## src/rtl/mem_stage_pkg.sv

```systemverilog
// Shared types for the MEM pipeline stage: bus widths, bus layouts and access FSM encoding.
package mem_stage_pkg;

    localparam int EXE_MEM_W = 105;
    localparam int MEM_WB_W  = 70;

    // Field order is MSB first, matching the execute-stage packer.
    typedef struct packed {
        logic [31:0] pc;
        logic [4:0]  rd;
        logic [31:0] rt_value;
        logic [31:0] alu_out;
        logic        mem_to_reg;
        logic        reg_w_en;
        logic        dm_r_en;
        logic        dm_w_en;
    } exe_mem_t;

    typedef struct packed {
        logic [31:0] pc;
        logic [4:0]  rd;
        logic [31:0] result;
        logic        reg_w_en;
    } mem_wb_t;

    typedef enum logic [1:0] {
        IDLE = 2'd0,
        WAIT = 2'd1,
        HELD = 2'd2
    } mem_state_e;

endpackage

```

## src/rtl/mem_access_fsm.sv

```systemverilog
// Data-memory handshake controller: request/stall generation and load-data capture
// for accesses that complete while the stage is externally held.
module mem_access_fsm
    import mem_stage_pkg::*;
(
    input  logic        clk,
    input  logic        rstn,
    input  logic        access,
    input  logic        bubble,
    input  logic        dm_ack,
    input  logic [31:0] dm_rdata,
    output logic        dm_req,
    output logic        mem_stall,
    output logic [31:0] load_data
);

    mem_state_e  state_r;
    mem_state_e  state_nxt_s;
    logic [31:0] rdata_buf_r;
    logic        latch_s;

    // State register
    always_ff @(posedge clk or negedge rstn) begin
        if (!rstn) begin
            state_r <= IDLE;
        end else begin
            state_r <= state_nxt_s;
        end
    end

    // Load data buffer, filled when an access completes under an external hold
    always_ff @(posedge clk or negedge rstn) begin
        if (!rstn) begin
            rdata_buf_r <= 32'h0000_0000;
        end else if (latch_s) begin
            rdata_buf_r <= dm_rdata;
        end else begin
            rdata_buf_r <= rdata_buf_r;
        end
    end

    // Next-state, request and stall decode; dm_req depends on state only, never on dm_ack
    always_comb begin
        state_nxt_s = state_r;
        dm_req      = 1'b0;
        mem_stall   = 1'b0;
        latch_s     = 1'b0;
        case (state_r)
            IDLE: begin
                dm_req = access;
                if (access && dm_ack) begin
                    if (bubble) begin
                        state_nxt_s = HELD;
                        latch_s     = 1'b1;
                    end else begin
                        state_nxt_s = IDLE;
                    end
                end else if (access) begin
                    state_nxt_s = WAIT;
                    mem_stall   = 1'b1;
                end else begin
                    state_nxt_s = IDLE;
                end
            end
            WAIT: begin
                dm_req    = 1'b1;
                mem_stall = !dm_ack;
                if (dm_ack) begin
                    if (bubble) begin
                        state_nxt_s = HELD;
                        latch_s     = 1'b1;
                    end else begin
                        state_nxt_s = IDLE;
                    end
                end else begin
                    state_nxt_s = WAIT;
                end
            end
            HELD: begin
                if (!bubble) begin
                    state_nxt_s = IDLE;
                end else begin
                    state_nxt_s = HELD;
                end
            end
            default: begin
                state_nxt_s = IDLE;
            end
        endcase
    end

    // Load data source: live memory data unless it was captured during a hold
    always_comb begin
        load_data = dm_rdata;
        if (state_r == HELD) begin
            load_data = rdata_buf_r;
        end else begin
            load_data = dm_rdata;
        end
    end

endmodule

```

## src/rtl/mem_stage.sv

```systemverilog
// Pipeline MEM stage: execute-to-memory stage register, data-memory interface,
// writeback result selection and hazard-unit forwarding/stall outputs.
module mem_stage
    import mem_stage_pkg::*;
#(
    parameter int ADDR_W    = 8,
    parameter int BUS_IN_W  = EXE_MEM_W,
    parameter int BUS_OUT_W = MEM_WB_W
) (
    input  logic                 clk,
    input  logic                 rstn,
    input  logic                 flushM,
    input  logic                 bubbleM,
    input  logic [BUS_IN_W-1:0]  exe_to_mem_bus,
    output logic [BUS_OUT_W-1:0] mem_to_wb_bus,
    output logic                 dm_req,
    output logic                 dm_we,
    output logic [ADDR_W-1:0]    dm_addr,
    output logic [31:0]          dm_wdata,
    input  logic                 dm_ack,
    input  logic [31:0]          dm_rdata,
    output logic                 mem_stall,
    output logic [31:0]          mem_result,
    output logic [4:0]           rd_mem,
    output logic                 reg_w_en_mem,
    output logic [31:0]          debug_pc
);

    exe_mem_t    stage_r;
    logic        flush_pend_r;
    logic        adv_s;
    logic        access_s;
    logic [31:0] load_data_s;
    logic [31:0] result_s;
    mem_wb_t     wb_s;

    assign adv_s    = !mem_stall && !bubbleM;
    assign access_s = stage_r.dm_r_en | stage_r.dm_w_en;

    // Stage register: advances only when no access is outstanding and no external hold
    always_ff @(posedge clk or negedge rstn) begin
        if (!rstn) begin
            stage_r <= '0;
        end else if (adv_s) begin
            if (flushM || flush_pend_r) begin
                stage_r <= '0;
            end else begin
                stage_r <= exe_mem_t'(exe_to_mem_bus);
            end
        end else begin
            stage_r <= stage_r;
        end
    end

    // A flush seen mid-access is remembered so the access can finish first
    always_ff @(posedge clk or negedge rstn) begin
        if (!rstn) begin
            flush_pend_r <= 1'b0;
        end else if (adv_s) begin
            flush_pend_r <= 1'b0;
        end else if (flushM && mem_stall) begin
            flush_pend_r <= 1'b1;
        end else begin
            flush_pend_r <= flush_pend_r;
        end
    end

    mem_access_fsm u_fsm (
        .clk       (clk),
        .rstn      (rstn),
        .access    (access_s),
        .bubble    (bubbleM),
        .dm_ack    (dm_ack),
        .dm_rdata  (dm_rdata),
        .dm_req    (dm_req),
        .mem_stall (mem_stall),
        .load_data (load_data_s)
    );

    // Writeback value select
    always_comb begin
        result_s = stage_r.alu_out;
        if (stage_r.mem_to_reg) begin
            result_s = load_data_s;
        end else begin
            result_s = stage_r.alu_out;
        end
    end

    // Both enables set counts as a store
    assign dm_we    = stage_r.dm_w_en;
    assign dm_addr  = stage_r.alu_out[ADDR_W+1:2];
    assign dm_wdata = stage_r.rt_value;

    assign wb_s.pc       = stage_r.pc;
    assign wb_s.rd       = stage_r.rd;
    assign wb_s.result   = result_s;
    assign wb_s.reg_w_en = stage_r.reg_w_en & ~mem_stall;
    assign mem_to_wb_bus = wb_s;

    assign mem_result   = result_s;
    assign rd_mem       = stage_r.rd;
    assign reg_w_en_mem = stage_r.reg_w_en;
    assign debug_pc     = stage_r.pc;

endmodule

```

## config.mk

```make
export PLATFORM = sky130hd
export DESIGN_NAME = mem_stage
export DESIGN_NICKNAME = d
export VERILOG_FILES = /design/src/rtl/mem_stage_pkg.sv /design/src/rtl/mem_access_fsm.sv /design/src/rtl/mem_stage.sv
export SDC_FILE = /design/constraint.sdc
export NUM_CORES = 1
export LEC_CHECK = 0
export ABC_AREA = 1
export ABC_CLOCK_PERIOD_IN_PS = 1800
export CORE_ASPECT_RATIO = 1.4
export CORE_MARGIN = 2
export CORE_UTILIZATION = 35
export DETAILED_ROUTE_END_ITERATION = 6
export DONT_BUFFER_PORTS = 1
export PLACE_DENSITY = 0.47
export SETUP_SLACK_MARGIN = 0.3
export SLEW_MARGIN = 5
export SYNTH_ARGS = -nofsm -noshare
export SYNTH_HDL_FRONTEND = slang
export SYNTH_SLANG_ARGS = --single-unit
```

## constraint.sdc

```tcl
create_clock -name clk -period 1.8 [get_ports clk]
set_input_delay 0.36 -clock clk [delete_from_list [all_inputs] [get_ports clk]]
set_output_delay 0.36 -clock clk [all_outputs]
set_load 0.005 [all_outputs]
```

==> impl_metrics.env <==
export IMPL_io_buffer_count=0
export IMPL_postLayoutCellArea_sq_um=8930
export IMPL_synth_yosys_seq_area_share_pct=43.4
export IMPL_wire_per_inst_um=18.3
export IMPL_final_setup_tns_ns=-2.48
export IMPL_post_route_drc_count=0
export IMPL_die_height_um=184
export IMPL_final_net_count=1131
export IMPL_clock_power_share_pct=27.8
export IMPL_core_region_area_sq_um=22600
export IMPL_area_growth_pct=10.6
export IMPL_worstPathArrival_ns=1.52
export IMPL_timing_slew_headroom_pct=69.4
export IMPL_grt_start_max_net_pins=141
export IMPL_detailroute_via_count=6245
export IMPL_synthesis_area_sq_um=8080
export IMPL_synth_area_mux_share_pct=0
export IMPL_synthesis_area_per_instance_sq_um=7.13
export IMPL_grt_pass1_vias=6411
export IMPL_clock_fmax_ghz=0.531
export IMPL_least_margin_pin_slew_ns=0.460
export IMPL_synth_distinct_cells=17
export IMPL_buffer_cell_driving_the_clock_tree_root="clkbuf_16"
export IMPL_detail_route_first_pass_iterations=4
export IMPL_synth_simple_gate_area_share_pct=31.6
export IMPL_synth_seq_cells=140
export IMPL_combinational_family_with_the_most_area_after_synthesis="simple AND/OR/NAND/NOR gates"
export IMPL_routed_wl_um=23800
export IMPL_cts_tree="done"
export IMPL_finalNonFillerCells=1302
export IMPL_cts_made_buffers=17
export IMPL_placement_rows=65
export IMPL_number_of_warnings_printed_during_yosys_synthesis=0
export IMPL_end_kind="output pin"
export IMPL_hold_viol_final=140
export IMPL_crit_path_max_fanout=33
export IMPL_maxCapViolations=0
export IMPL_p_sw_mw=4.55
export IMPL_synth_adder_area_share_pct=0
export IMPL_placed_cell_area_sq_um=7680
export IMPL_p_leak_nw=4.84
export IMPL_worst_hold_margin_ns=-0.364
export IMPL_track_usage_pct=18.9
export IMPL_dpl_cell_count=1251
export IMPL_viasPerCell=4.80
export IMPL_failed_checks="hold timing, setup timing"
export IMPL_grt_overflow_total=0
export IMPL_fp_dieArea_sq_um=24300
export IMPL_min_path_type="input pin to async pin"
export IMPL_clock_skew_ns=0.00976
export IMPL_final_util_pct=39.5
export IMPL_syn_nets=1275
export IMPL_postSynthCellCount=1133
export IMPL_power_density_nw_per_um2=1380
export IMPL_power_share_switching_pct=37.0
export IMPL_critical_path_class="register to output pin"
export IMPL_htreeDepth=4
export IMPL_global_route_wire_length_before_repair_um=35800
export IMPL_worstSkewPairLatency_ns=0.42
export IMPL_clkSlewWorstSetupHoldPaths_ns=0.06
export IMPL_most_common_cell_after_layout_fill_and_taps_aside="nand2_1"
export IMPL_rsz0062_at_grt="yes"
export IMPL_drt_antenna_violating_nets=0
export IMPL_synthXorXnorAreaFrac_pct=0
export IMPL_dpl_worst_slack_ns=0.133
export IMPL_initialDrtViolationCount=335
export IMPL_cell_internal_pwr_mw=7.75
export IMPL_period_needed_ns=1.88
export IMPL_timing_final_setup_violations=59
export IMPL_cts_path_max_buffers=2
export IMPL_die_w_um=132
export IMPL_power_ir_vdd_worst_v=0.000734
export IMPL_synth_compound_area_share_pct=2.69
export IMPL_final_fill_count=2437
export IMPL_estimated_wirelength_of_the_detail_placed_design_um=14100
export IMPL_cp_required_ns=1.44
export IMPL_drive_gt1_share_pct=13.9
export IMPL_antenna_diode_count=0
export IMPL_run_status="finished, violations left"
export IMPL_routabilityCongestion=0.730
export IMPL_final_max_slew_viol_count=0
export IMPL_power_total_mw=12.3
export IMPL_antenna_violations_before_repair=0
export IMPL_p_comb_share_pct=33.2
export IMPL_post_route_worst_setup_slack_ns=-0.0836
export IMPL_pin_count=325
export IMPL_fin_crit_sh_pct=105
export IMPL_layout_cells_most_common_list="nand2_1 (330), dfrtp_1 (139), nor2_1 (138), nand3_1 (138), inv_1 (111)"
export IMPL_floorplan_initialDensity_pct=35.7
export IMPL_worstSetupStartpointType="register"
export IMPL_clock_sink_count=140
export IMPL_share_seq_of_total_power_pct=39.0
-- power groups by stage --
stage,sequential [mW],combinational (mW),clock [mW]
after floorplan,4.47,3.56,0
after global placement,4.81,3.23,0
after detailed placement,4.80,3.28,0
after CTS,4.78,3.80,3.52
after global routing,4.92,4.57,3.63
final,4.79,4.08,3.42
-- synth_stat cells (all sizes together) --
cell type	instances	share of area (%)
nand2	344	16
buf	169	15
nor2	142	6.6
nand3	141	8.9
dfrtp	140	43
inv	116	5.4
clkbuf	44	2.0
a31oi	32	2.5
a21boi	1	0.093
a21oi	1	0.062
nor3	1	0.12
o21ai	1	0.062
or2	1	0.077
-- flip-flops by register name, indices dropped and copies added (netlist names) --
register,cells
reg_w_en_mem,1
flush_pend_r,1
stage_r,26
dm_wdata,32
rd_mem,5
u_fsm.state_r,2
dm_addr,8
u_fsm.rdata_buf_r,32
dm_we,1
debug_pc,32
-- worst max-delay path, cell delays in order, from the launching register on --
cell and delay (ns):
dfrtp_2 0.46, buf_12 0.26, nor2_2 0.09, a31oi_1 0.14, buf_4 0.14
-- cells by family after synthesis --
group                  count (synthesis)
AND/OR/NAND/NOR                      629
buffers and inverters                329
flip-flops                           140
AO/OA/AOI/OAI                         35
-- final cells by class --
cell class	count	area (sq um)	area share, %
clock buffer	25	505	5.66
clock inverter	6	60.1	0.672
inverter	116	450	5.04
multi-input combinational	664	3210	36.0
sequential	140	3500	39.2
tap	301	377	4.22
timing repair buffer	50	823	9.21
-- final timing paths --
path	from	endpoint	slack, ns	cells past startpoint
min	rstn	dm_addr[3]$_DFFE_PN0P_	-0.36	0
max	stage_r[3]$_DFFE_PN0P_	mem_to_wb_bus[32]	-0.08	4
min in group clk	bubbleM	flush_pend_r$_DFFE_PN0P_	0.08	2
max reg2reg	u_fsm.state_r[1]$_DFF_PN0_	dm_addr[5]$_DFFE_PN0P_	0.20	8
max in group asynchronous	rstn	dm_wdata[0]$_DFFE_PN0P_	1.96	0
min reg2reg	stage_r[34]$_DFFE_PN0P_	stage_r[34]$_DFFE_PN0P_	0.47	2
-- timing repair --
item | CTS | global route
setup buffers | 5 | 2
endpoints found under the hold margin | 140 | 140
pin swaps | 4 | 8
cloned | 5 | 8
resized for setup | 42 | 24
setup endpoints to repair | 123 | 173
-- metal layers --
metal | GRT usage [%] | routed length, um
met1 | 22.7 | 10300
met2 | 32.0 | 11600
met4 | 5.81 | 341
met5 | 0 | 0
met3 | 6.26 | 1510
Note: power is estimated with default switching activity, not from simulation.
